===== config.mk =====
export PLATFORM = sky130hd
export DESIGN_NAME = qlearn_step_controller_flat
export DESIGN_NICKNAME = d
export VERILOG_FILES = /design/src/rtl/qlearn_step_controller_if.sv /design/src/rtl/qlearn_step_controller.sv /design/src/flat_wrapper.sv
export SDC_FILE = /design/constraint.sdc
export NUM_CORES = 1
export LEC_CHECK = 0
export BUFFER_PORTS_ARGS = -buffer_cell sky130_fd_sc_hd__buf_2
export CAP_MARGIN = 30
export CELL_PAD_IN_SITES_DETAIL_PLACEMENT = 0
export CELL_PAD_IN_SITES_GLOBAL_PLACEMENT = 2
export CORE_MARGIN = 1.5
export CORE_UTILIZATION = 30
export DETAILED_ROUTE_END_ITERATION = 10
export PLACE_DENSITY_LB_ADDON = 0.1
export SLEW_MARGIN = 20
export SYNTH_ARGS = -nofsm -noshare
export SYNTH_HDL_FRONTEND = slang
export SYNTH_SLANG_ARGS = --single-unit

===== constraint.sdc =====
create_clock -name clk -period 2.9 [get_ports clk]
set_input_delay 0.29 -clock clk [delete_from_list [all_inputs] [get_ports clk]]
set_output_delay 0.29 -clock clk [all_outputs]
set_load 0.005 [all_outputs]

===== src/rtl/qlearn_step_controller_if.sv =====
// Bus bundle between the step controller and the Q-table RAM, ActionSelector and environment.
interface qlearn_step_controller_if #(
  parameter int QW = 16,
  parameter int SW = 4
);
  logic            qt_rd_en;
  logic [SW+1:0]   qt_rd_addr;
  logic [QW-1:0]   qt_rd_data;
  logic            sel_start;
  logic [4*QW-1:0] sel_q_values;
  logic [QW-1:0]   sel_epsilon;
  logic [3:0]      sel_action;
  logic            env_req;
  logic [1:0]      env_action;
  logic            env_ack;
  logic [SW-1:0]   env_next_state;
  logic            env_done;

  modport master (
    output qt_rd_en, qt_rd_addr, sel_start, sel_q_values, sel_epsilon, env_req, env_action,
    input  qt_rd_data, sel_action, env_ack, env_next_state, env_done
  );

  modport slave (
    input  qt_rd_en, qt_rd_addr, sel_start, sel_q_values, sel_epsilon, env_req, env_action,
    output qt_rd_data, sel_action, env_ack, env_next_state, env_done
  );
endinterface


===== src/rtl/qlearn_step_controller.sv =====
// Sequences one Q-learning agent step (Q fetch, action select, environment handshake)
// and owns the per-episode epsilon decay plus step/episode counters.
module qlearn_step_controller #(
  parameter int              QW          = 16,
  parameter int              SW          = 4,
  parameter logic [QW-1:0]   EPS_INIT    = 16'h0100,
  parameter logic [QW-1:0]   EPS_MIN     = 16'h0010,
  parameter int              EPS_SHIFT   = 4,
  parameter int              MAX_STEPS   = 64,
  parameter int              SEL_LAT     = 1,
  parameter logic [SW-1:0]   START_STATE = '0
) (
  input  logic                     clk,
  input  logic                     rst,
  input  logic                     run,
  qlearn_step_controller_if.master bus,
  output logic [SW-1:0]            state,
  output logic [7:0]               step_cnt,
  output logic [15:0]              episode_cnt,
  output logic                     busy,
  output logic                     sel_err
);
  localparam logic [2:0] S_IDLE    = 3'd0;
  localparam logic [2:0] S_FETCH   = 3'd1;
  localparam logic [2:0] S_SELECT  = 3'd2;
  localparam logic [2:0] S_ENV     = 3'd3;
  localparam logic [2:0] S_ADVANCE = 3'd4;
  localparam logic [2:0] S_EP_END  = 3'd5;

  logic [2:0]      fsm;
  logic [3:0]      cnt;
  logic [4*QW-1:0] q_values;
  logic [QW-1:0]   eps;
  logic [1:0]      action;
  logic [SW-1:0]   next_state_q;
  logic            done_q;
  logic [1:0]      act_enc;
  logic            act_onehot;
  logic [QW-1:0]   eps_dec;
  logic [QW-1:0]   eps_next;
  logic [7:0]      step_inc;

  // Lowest set bit wins, so multi-hot and all-zero selector outputs still yield an action.
  always_comb begin
    act_enc = 2'd0;
    if (bus.sel_action[0])      act_enc = 2'd0;
    else if (bus.sel_action[1]) act_enc = 2'd1;
    else if (bus.sel_action[2]) act_enc = 2'd2;
    else if (bus.sel_action[3]) act_enc = 2'd3;
  end

  assign act_onehot = $onehot(bus.sel_action);
  assign eps_dec    = eps - (eps >> EPS_SHIFT);
  assign eps_next   = (eps_dec < EPS_MIN) ? EPS_MIN : eps_dec;
  assign step_inc   = step_cnt + 8'd1;

  assign bus.qt_rd_en     = (fsm == S_FETCH) && (cnt < 4'd4);
  assign bus.qt_rd_addr   = bus.qt_rd_en ? {state, cnt[1:0]} : '0;
  assign bus.sel_start    = !((fsm == S_SELECT) && (cnt == 4'd0));
  assign bus.sel_q_values = q_values;
  assign bus.sel_epsilon  = eps;
  assign bus.env_req      = (fsm == S_ENV);
  assign bus.env_action   = action;
  assign busy             = (fsm != S_IDLE);

  always_ff @(posedge clk) begin
    if (rst) begin
      fsm          <= S_IDLE;
      cnt          <= '0;
      q_values     <= '0;
      eps          <= EPS_INIT;
      action       <= '0;
      state        <= START_STATE;
      step_cnt     <= '0;
      episode_cnt  <= '0;
      sel_err      <= 1'b0;
      next_state_q <= '0;
      done_q       <= 1'b0;
    end else begin
      case (fsm)
        S_IDLE: begin
          if (run) begin
            fsm <= S_FETCH;
            cnt <= '0;
          end
        end
        S_FETCH: begin
          // RAM data lags the strobe by one cycle, so slot k lands while cnt == k+1.
          for (int k = 0; k < 4; k++) begin
            if (cnt == 4'(k + 1)) q_values[QW*k +: QW] <= bus.qt_rd_data;
          end
          if (cnt == 4'd4) begin
            fsm <= S_SELECT;
            cnt <= '0;
          end else begin
            cnt <= cnt + 4'd1;
          end
        end
        S_SELECT: begin
          if (cnt == 4'(SEL_LAT)) begin
            action <= act_enc;
            if (!act_onehot) sel_err <= 1'b1;
            fsm <= S_ENV;
          end else begin
            cnt <= cnt + 4'd1;
          end
        end
        S_ENV: begin
          if (bus.env_ack) begin
            next_state_q <= bus.env_next_state;
            done_q       <= bus.env_done;
            fsm          <= S_ADVANCE;
          end
        end
        S_ADVANCE: begin
          state    <= next_state_q;
          step_cnt <= step_inc;
          cnt      <= '0;
          fsm      <= (done_q || step_inc == 8'(MAX_STEPS)) ? S_EP_END : S_FETCH;
        end
        S_EP_END: begin
          eps         <= eps_next;
          episode_cnt <= episode_cnt + 16'd1;
          step_cnt    <= '0;
          state       <= START_STATE;
          cnt         <= '0;
          fsm         <= run ? S_FETCH : S_IDLE;
        end
        default: fsm <= S_IDLE;
      endcase
    end
  end
endmodule


===== src/flat_wrapper.sv =====
// flat-port wrapper written by rule: the top's interface ports become plain ports
module qlearn_step_controller_flat 
#(
  parameter int              QW          = 16,
  parameter int              SW          = 4,
  parameter logic [QW-1:0]   EPS_INIT    = 16'h0100,
  parameter logic [QW-1:0]   EPS_MIN     = 16'h0010,
  parameter int              EPS_SHIFT   = 4,
  parameter int              MAX_STEPS   = 64,
  parameter int              SEL_LAT     = 1,
  parameter logic [SW-1:0]   START_STATE = '0
)
  (clk, rst, run, state, step_cnt, episode_cnt, busy, sel_err, bus_qt_rd_en, bus_qt_rd_addr, bus_sel_start, bus_sel_q_values, bus_sel_epsilon, bus_env_req, bus_env_action, bus_qt_rd_data, bus_sel_action, bus_env_ack, bus_env_next_state, bus_env_done);
  qlearn_step_controller_if #(.QW(QW), .SW(SW)) bus_i ();
  input  logic clk;
  input  logic rst;
  input  logic run;
  output logic [SW-1:0] state;
  output logic [7:0] step_cnt;
  output logic [15:0] episode_cnt;
  output logic busy;
  output logic sel_err;
  output wire logic [$bits(bus_i.qt_rd_en)-1:0] bus_qt_rd_en;
  output wire logic [$bits(bus_i.qt_rd_addr)-1:0] bus_qt_rd_addr;
  output wire logic [$bits(bus_i.sel_start)-1:0] bus_sel_start;
  output wire logic [$bits(bus_i.sel_q_values)-1:0] bus_sel_q_values;
  output wire logic [$bits(bus_i.sel_epsilon)-1:0] bus_sel_epsilon;
  output wire logic [$bits(bus_i.env_req)-1:0] bus_env_req;
  output wire logic [$bits(bus_i.env_action)-1:0] bus_env_action;
  input wire logic [$bits(bus_i.qt_rd_data)-1:0] bus_qt_rd_data;
  input wire logic [$bits(bus_i.sel_action)-1:0] bus_sel_action;
  input wire logic [$bits(bus_i.env_ack)-1:0] bus_env_ack;
  input wire logic [$bits(bus_i.env_next_state)-1:0] bus_env_next_state;
  input wire logic [$bits(bus_i.env_done)-1:0] bus_env_done;
  assign bus_qt_rd_en = bus_i.qt_rd_en;
  assign bus_qt_rd_addr = bus_i.qt_rd_addr;
  assign bus_sel_start = bus_i.sel_start;
  assign bus_sel_q_values = bus_i.sel_q_values;
  assign bus_sel_epsilon = bus_i.sel_epsilon;
  assign bus_env_req = bus_i.env_req;
  assign bus_env_action = bus_i.env_action;
  assign bus_i.qt_rd_data = bus_qt_rd_data;
  assign bus_i.sel_action = bus_sel_action;
  assign bus_i.env_ack = bus_env_ack;
  assign bus_i.env_next_state = bus_env_next_state;
  assign bus_i.env_done = bus_env_done;
  qlearn_step_controller #(.QW(QW), .SW(SW), .EPS_INIT(EPS_INIT), .EPS_MIN(EPS_MIN), .EPS_SHIFT(EPS_SHIFT), .MAX_STEPS(MAX_STEPS), .SEL_LAT(SEL_LAT), .START_STATE(START_STATE)) u_core (.clk(clk), .rst(rst), .run(run), .bus(bus_i), .state(state), .step_cnt(step_cnt), .episode_cnt(episode_cnt), .busy(busy), .sel_err(sel_err));
endmodule

== Yosys cells after proc, flatten, opt, wreduce, memory -nomap -nowiden ==
Index checks and enable logic that the tools add are counted.
Storage, ports and cells
  logic and storage cells: 78
  input bits: 29
  register bits after elaboration: 123
  output and inout bits: 121
Cells by class
  reduce and logical (&&, ||, !) cells: 19
  $lt $le $gt $ge: 2
  equality and inequality tests: 16
  muxes and demuxes: 19
  add/sub/neg operators: 7
  bitwise gates (word level): 1
Operators by type and width (number)
  one-hot mux 3 bit (6 select lines): 1
  adder 16 x 1 -> 16 bit (second input constant): 1
  less-than comparator 16 x 5 -> 1 bit (second input constant): 1
  two-way mux 16 bit: 1
  one-hot mux 4 bit (4 select lines): 1
  one-hot mux 8 bit (2 select lines): 1
  subtractor 16 x 12 -> 16 bit: 1
  two-way mux 3 bit: 5
  two-way mux 4 bit: 3
  AND reduction 2 bit: 6
  adder 8 x 1 -> 8 bit (second input constant): 1
  == test 4 x 2 -> 1 bit (second input constant): 2
  == test 8 x 7 -> 1 bit (second input constant): 1
  two-way mux 2 bit: 4
  != test 2 bit (second input constant): 4
  one-hot mux 4 bit (2 select lines): 1
  == test 3 x 1 -> 1 bit (second input constant): 2
  == test 3 x 2 -> 1 bit (second input constant): 2
  == test 3 bit (second input constant): 2
  two-way mux 6 bit: 1
  AND reduction 3 bit: 2
  adder 1 x 1 -> 2 bit: 2
  adder 4 x 1 -> 4 bit (second input constant): 1
  == test 4 x 1 -> 1 bit (second input constant): 1
  other kinds (16): 17

== Longest topological paths before layout ==
  word-level depth: 5
  gate-level depth with buffers: 11
  gate-level depth less buffers: 11

== Worst setup path after synthesis ==
No wires, ideal clock.
  kind: register -> register
  from: register u_core.eps[0] (netlist: u_core.bus.sel_epsilon[0])
  to: register u_core.eps[0] (netlist: u_core.bus.sel_epsilon[0])
  library setup time: 0.132 ns
  clock period less this slack: 2.632 ns
  path slack: 0.268 ns
  buffers on the path: 0
  stages on the path, launching flop included: 12
  arrival: 2.500 ns
  required time: 2.768 ns
  path through: dfxtp_1 > inv_1 > ha_1 > fa_1 > nor2b_1 > o21bai_2 > a211oi_1 > a311oi_1 > or4_4 > a211oi_4 > a211o_1 > a21oi_1
Between the ends
  cells in the longest elaborated chain, start to end: 3
Ends and longest elaborated chain
  start, declared: RTL line qlearn_step_controller.sv:33  | logic [QW-1:0] eps;
  start signal, assigned: RTL line qlearn_step_controller.sv:122  | eps <= eps_next;
  subtractor 16 x 12 -> 16 bit *: RTL line qlearn_step_controller.sv:53  | assign eps_dec = eps - (eps >> EPS_SHIFT);
  less-than comparator 16 x 5 -> 1 bit: RTL line qlearn_step_controller.sv:54  | assign eps_next = (eps_dec < EPS_MIN) ? EPS_MIN : eps_dec;
  two-way mux 16 bit *: RTL line qlearn_step_controller.sv:54
Mark *: on every way between the ends. The rest lies on a longest branch, timed or not.
A chain may end at the register's enable or synchronous reset.

== Worst setup path in the final report ==
  from: register u_core.eps[8] (netlist: u_core.bus.sel_epsilon[8])
  to: register u_core.eps[1] (netlist: u_core.bus.sel_epsilon[1])
Between the ends
  cells in the longest elaborated chain, start to end: 3
Ends and longest elaborated chain (RTL line)
  subtractor 16 x 12 -> 16 bit: qlearn_step_controller.sv:53
  less-than comparator 16 x 5 -> 1 bit: qlearn_step_controller.sv:54
  two-way mux 16 bit: qlearn_step_controller.sv:54
No other way between the ends.

==> metrics <==
CTS Sinks around 120; outcome complete, no violations; DRT antenna net count 0; Sequential Power Share a little over two fifths; Die ar. 20100 µm²; CTS Buffer Depth 2; drt wl/cell 14.8 µm; GRT Total Usage between 10% and 20%; count leader, synth nand2_1; synthesized instance count about 740; first-pass GRT wire length between 20 and 30 mm; PD cells approximately 530 nW/µm²; die height 142 µm; storage element area between 2000 and 2500 µm²; Max Transition Viols Final 0; WL final about 17 mm; core footprint ~19000 µm²; DR iter-0 viols around 320; CP required around 3.2 ns; DP Area slightly below 7000 µm²; Int Power 3000 µW; area occupied by multi-input gates 3100 µm²; drt pass-1 iters 6; mux cell area share after synthesis under 10%; setup slack after layout ~0.15 ns; via count of the first global-routing pass between 5000 and 6000; post-synthesis xor/xnor area fraction roughly 4.7%; Simple-Gate Fraction of Synth Area 25.2%; Worst-Margin Slew just under 0.7 ns; synthesized area ~5800 µm²; Critical Path Source Type register; initial core utilization between 30% and 40%; Final setup viols 0; highest clock rate about 0.36 GHz; FILL cells 1988; Die W 142 µm; largest net degree at the start of global routing 64; Synth Area in Adders 5.68%; Final Critical Period 2.75 ns; placed wire-length estimate ~12 mm; gp weighted congestion approximately 0.84; Max-cap violations 0; Post-synth EDFFs 0; net switching power ~920 µW; list of most frequent post-synthesis cells nand2_1 (181), dfxtp_1 (123), a21oi_1 (108); Area growth syn-to-layout 27.9%; PortBufs 149; setup TNS 0 ns; row count 50; post-synth top area cell dfxtp_1; switching share of power 23.5%; synthesized flop and latch total approximately 120; Antenna Diode Count 0; cells taking the most area after synthesis dfxtp_1 (43%), nand2_1 (12%), a21oi_1 (9.4%); CTS Root Cell clkbuf_16; synth unique cells 54; most common flop cell mapped by yosys dfxtp_1; top-level port count 150; register area share after synthesis between 40% and 50%; DRC 0; arrival time at the worst endpoint 3.08 ns; number of H-tree levels 4; Synth Area in Compound Gates between 15 and 20%; Hold Buf Count CTS 0; dpl ws about 0.0067 ns; Tot Pwr approximately 3900 µW; Crit Path Class register to register; clock buffer count from CTS 17; Setup crit end kind register; LEAKAGE around 0.0032 µW; TritonCTS clock tree built; worst skew pair latency 0.42 ns; Mapped Avg Cell Area around 7.8 µm²; Worst Path Max Fanout 5; asr flop ratio synth 0%; share of layout cells above drive strength 1 between 20% and 30%; VDD IR max ~0.38 mV; initial antenna violation count 0; combinational group share of total power roughly 4%; Hold Vio Cnt, Final 0; worst min-delay path category input pin to register; Final #Nets just over 900; total grt overflow 0; largest family of logic cells by synthesized area simple AND/OR/NAND/NOR gates; RSZ-0062 raised after global routing no; top cell type's share of synthesized area 42.6%; via/cell ratio between 4 and 5; Final Skew a little under 0.009 ns; Via Count ~5400; Final Cycle Share a little over nine tenths; Synth warnings 0; Final Hold Slack approximately 0.12 ns; Slew HR a little over half; clock share of power ~53%; syn_nets between 700 and 800; final instance area around 7400 µm²; Clock transition at path regs around 0.060 ns
-- cell type report --
cell class / instances / share of cell area [%]
inverters: 20 / 1.02
flip-flops and latches: 123 / 33.4
well taps: 234 / 3.96
repair buffers: 164 / 11.8
multi-input cells: 554 / 42.0
clock buffers: 20 / 6.32
clock inverters: 12 / 1.52
-- registers in the layout, indices dropped and copies added, names as in the netlist --
signal / count
u_core.bus.env_action: 2
u_core.state: 4
u_core.fsm: 3
u_core.episode_cnt: 16
u_core.next_state_q: 4
u_core.bus.sel_epsilon: 16
u_core.done_q: 1
u_core.cnt: 4
u_core.bus.sel_q_values: 64
u_core.sel_err: 1
u_core.step_cnt: 8
-- per-stage QoR --
step / util, % / std cells
after floorplan: - / 739
after global placement: 35.9 / 1091
after detailed placement: 35.9 / 1091
after CTS: 39.0 / 1123
after global routing: 39.3 / 1127
final: 39.3 / 1127
-- path summary, 6_finish.rpt --
check	start	to	slack, ns	depth (start not counted)
worst max-delay path	u_core.bus.sel_epsilon[8]$_SDFFE_PP1P_	u_core.bus.sel_epsilon[1]$_SDFFE_PP0P_	0.15	10
worst min-delay path	bus_env_next_state[2]	u_core.next_state_q[2]$_SDFFE_PP0P_	0.12	3
worst max register to register	u_core.bus.sel_epsilon[8]$_SDFFE_PP1P_	u_core.bus.sel_epsilon[1]$_SDFFE_PP0P_	0.15	10
worst min register to register	u_core.bus.sel_q_values[2]$_SDFFE_PP0P_	u_core.bus.sel_q_values[2]$_SDFFE_PP0P_	0.45	2
-- per-layer routing --
metal  vias to the layer above  share of wire [%]  global-route usage [%]
li1                       2770                  -                       -
met1                      2490                 49                    21.5
met2                       125                 46                    27.5
met3                        12                4.2                    3.78
met4                         0                1.1                    5.91
met5                         -                  0                       0
-- placed cells by master, fill, tap and decap left out, types with 4 or more instances in the layout --
cell type  Yosys  final
xor2_1        14     14
and2_1        11     11
mux2i_1        9      8
a211o_1        6      6
nand2_1      181    181
buf_4          1     15
and3_1         9      9
o21ai_0        9      9
inv_1         20     20
a21oi_2        2      4
nand3_1       15     15
a211oi_1       5      4
xnor2_1       15     15
nand2b_1       5      5
nor3_1        16     15
or3_1          4      4
ha_1          23     22
dfxtp_1      123    121
nand4_1       10     10
clkbuf_16      0     17
buf_2          1    148
a21oi_1      108    106
nor2_1        67     67
-- power by group through the flow --
stage | Clock, µW | Sequential, µW | Combinational [µW]
5_1_grt | 2200 | 1710 | 171
2_1_floorplan | 0 | 1750 | 83.6
3_3_place_gp | 0 | 1750 | 152
3_5_place_dp | 0 | 1750 | 155
6_report | 2070 | 1710 | 152
4_1_cts | 2140 | 1710 | 155
-- critical path: stages, from the launching register on --
cell and delay [ns]:
dfxtp_1 0.39, inv_1 0.06, ha_1 0.34, a21oi_1 0.29, o21ai_1 0.13, a21oi_2 0.23
o221ai_1 0.28, mux2i_2 0.36, a211oi_4 0.11, a211o_1 0.31, a21oi_1 0.16
-- kinds of logic (layout without fill, tap and decap cells) --
kind of cell	after synthesis	after routing
mux	10	10
fa+ha+maj	25	25
xor+xnor	30	30
simple gates	334	334
compound gates	155	155
flops	123	123
buf+inv	62	216
-- what timing repair did --
action / in CTS / in global routing
gates resized for setup: 2 / 9
setup buffers: 0 / 4
pin swaps: 1 / 5
setup endpoints to repair: 2 / 5
(Power assumes the default switching activity.)
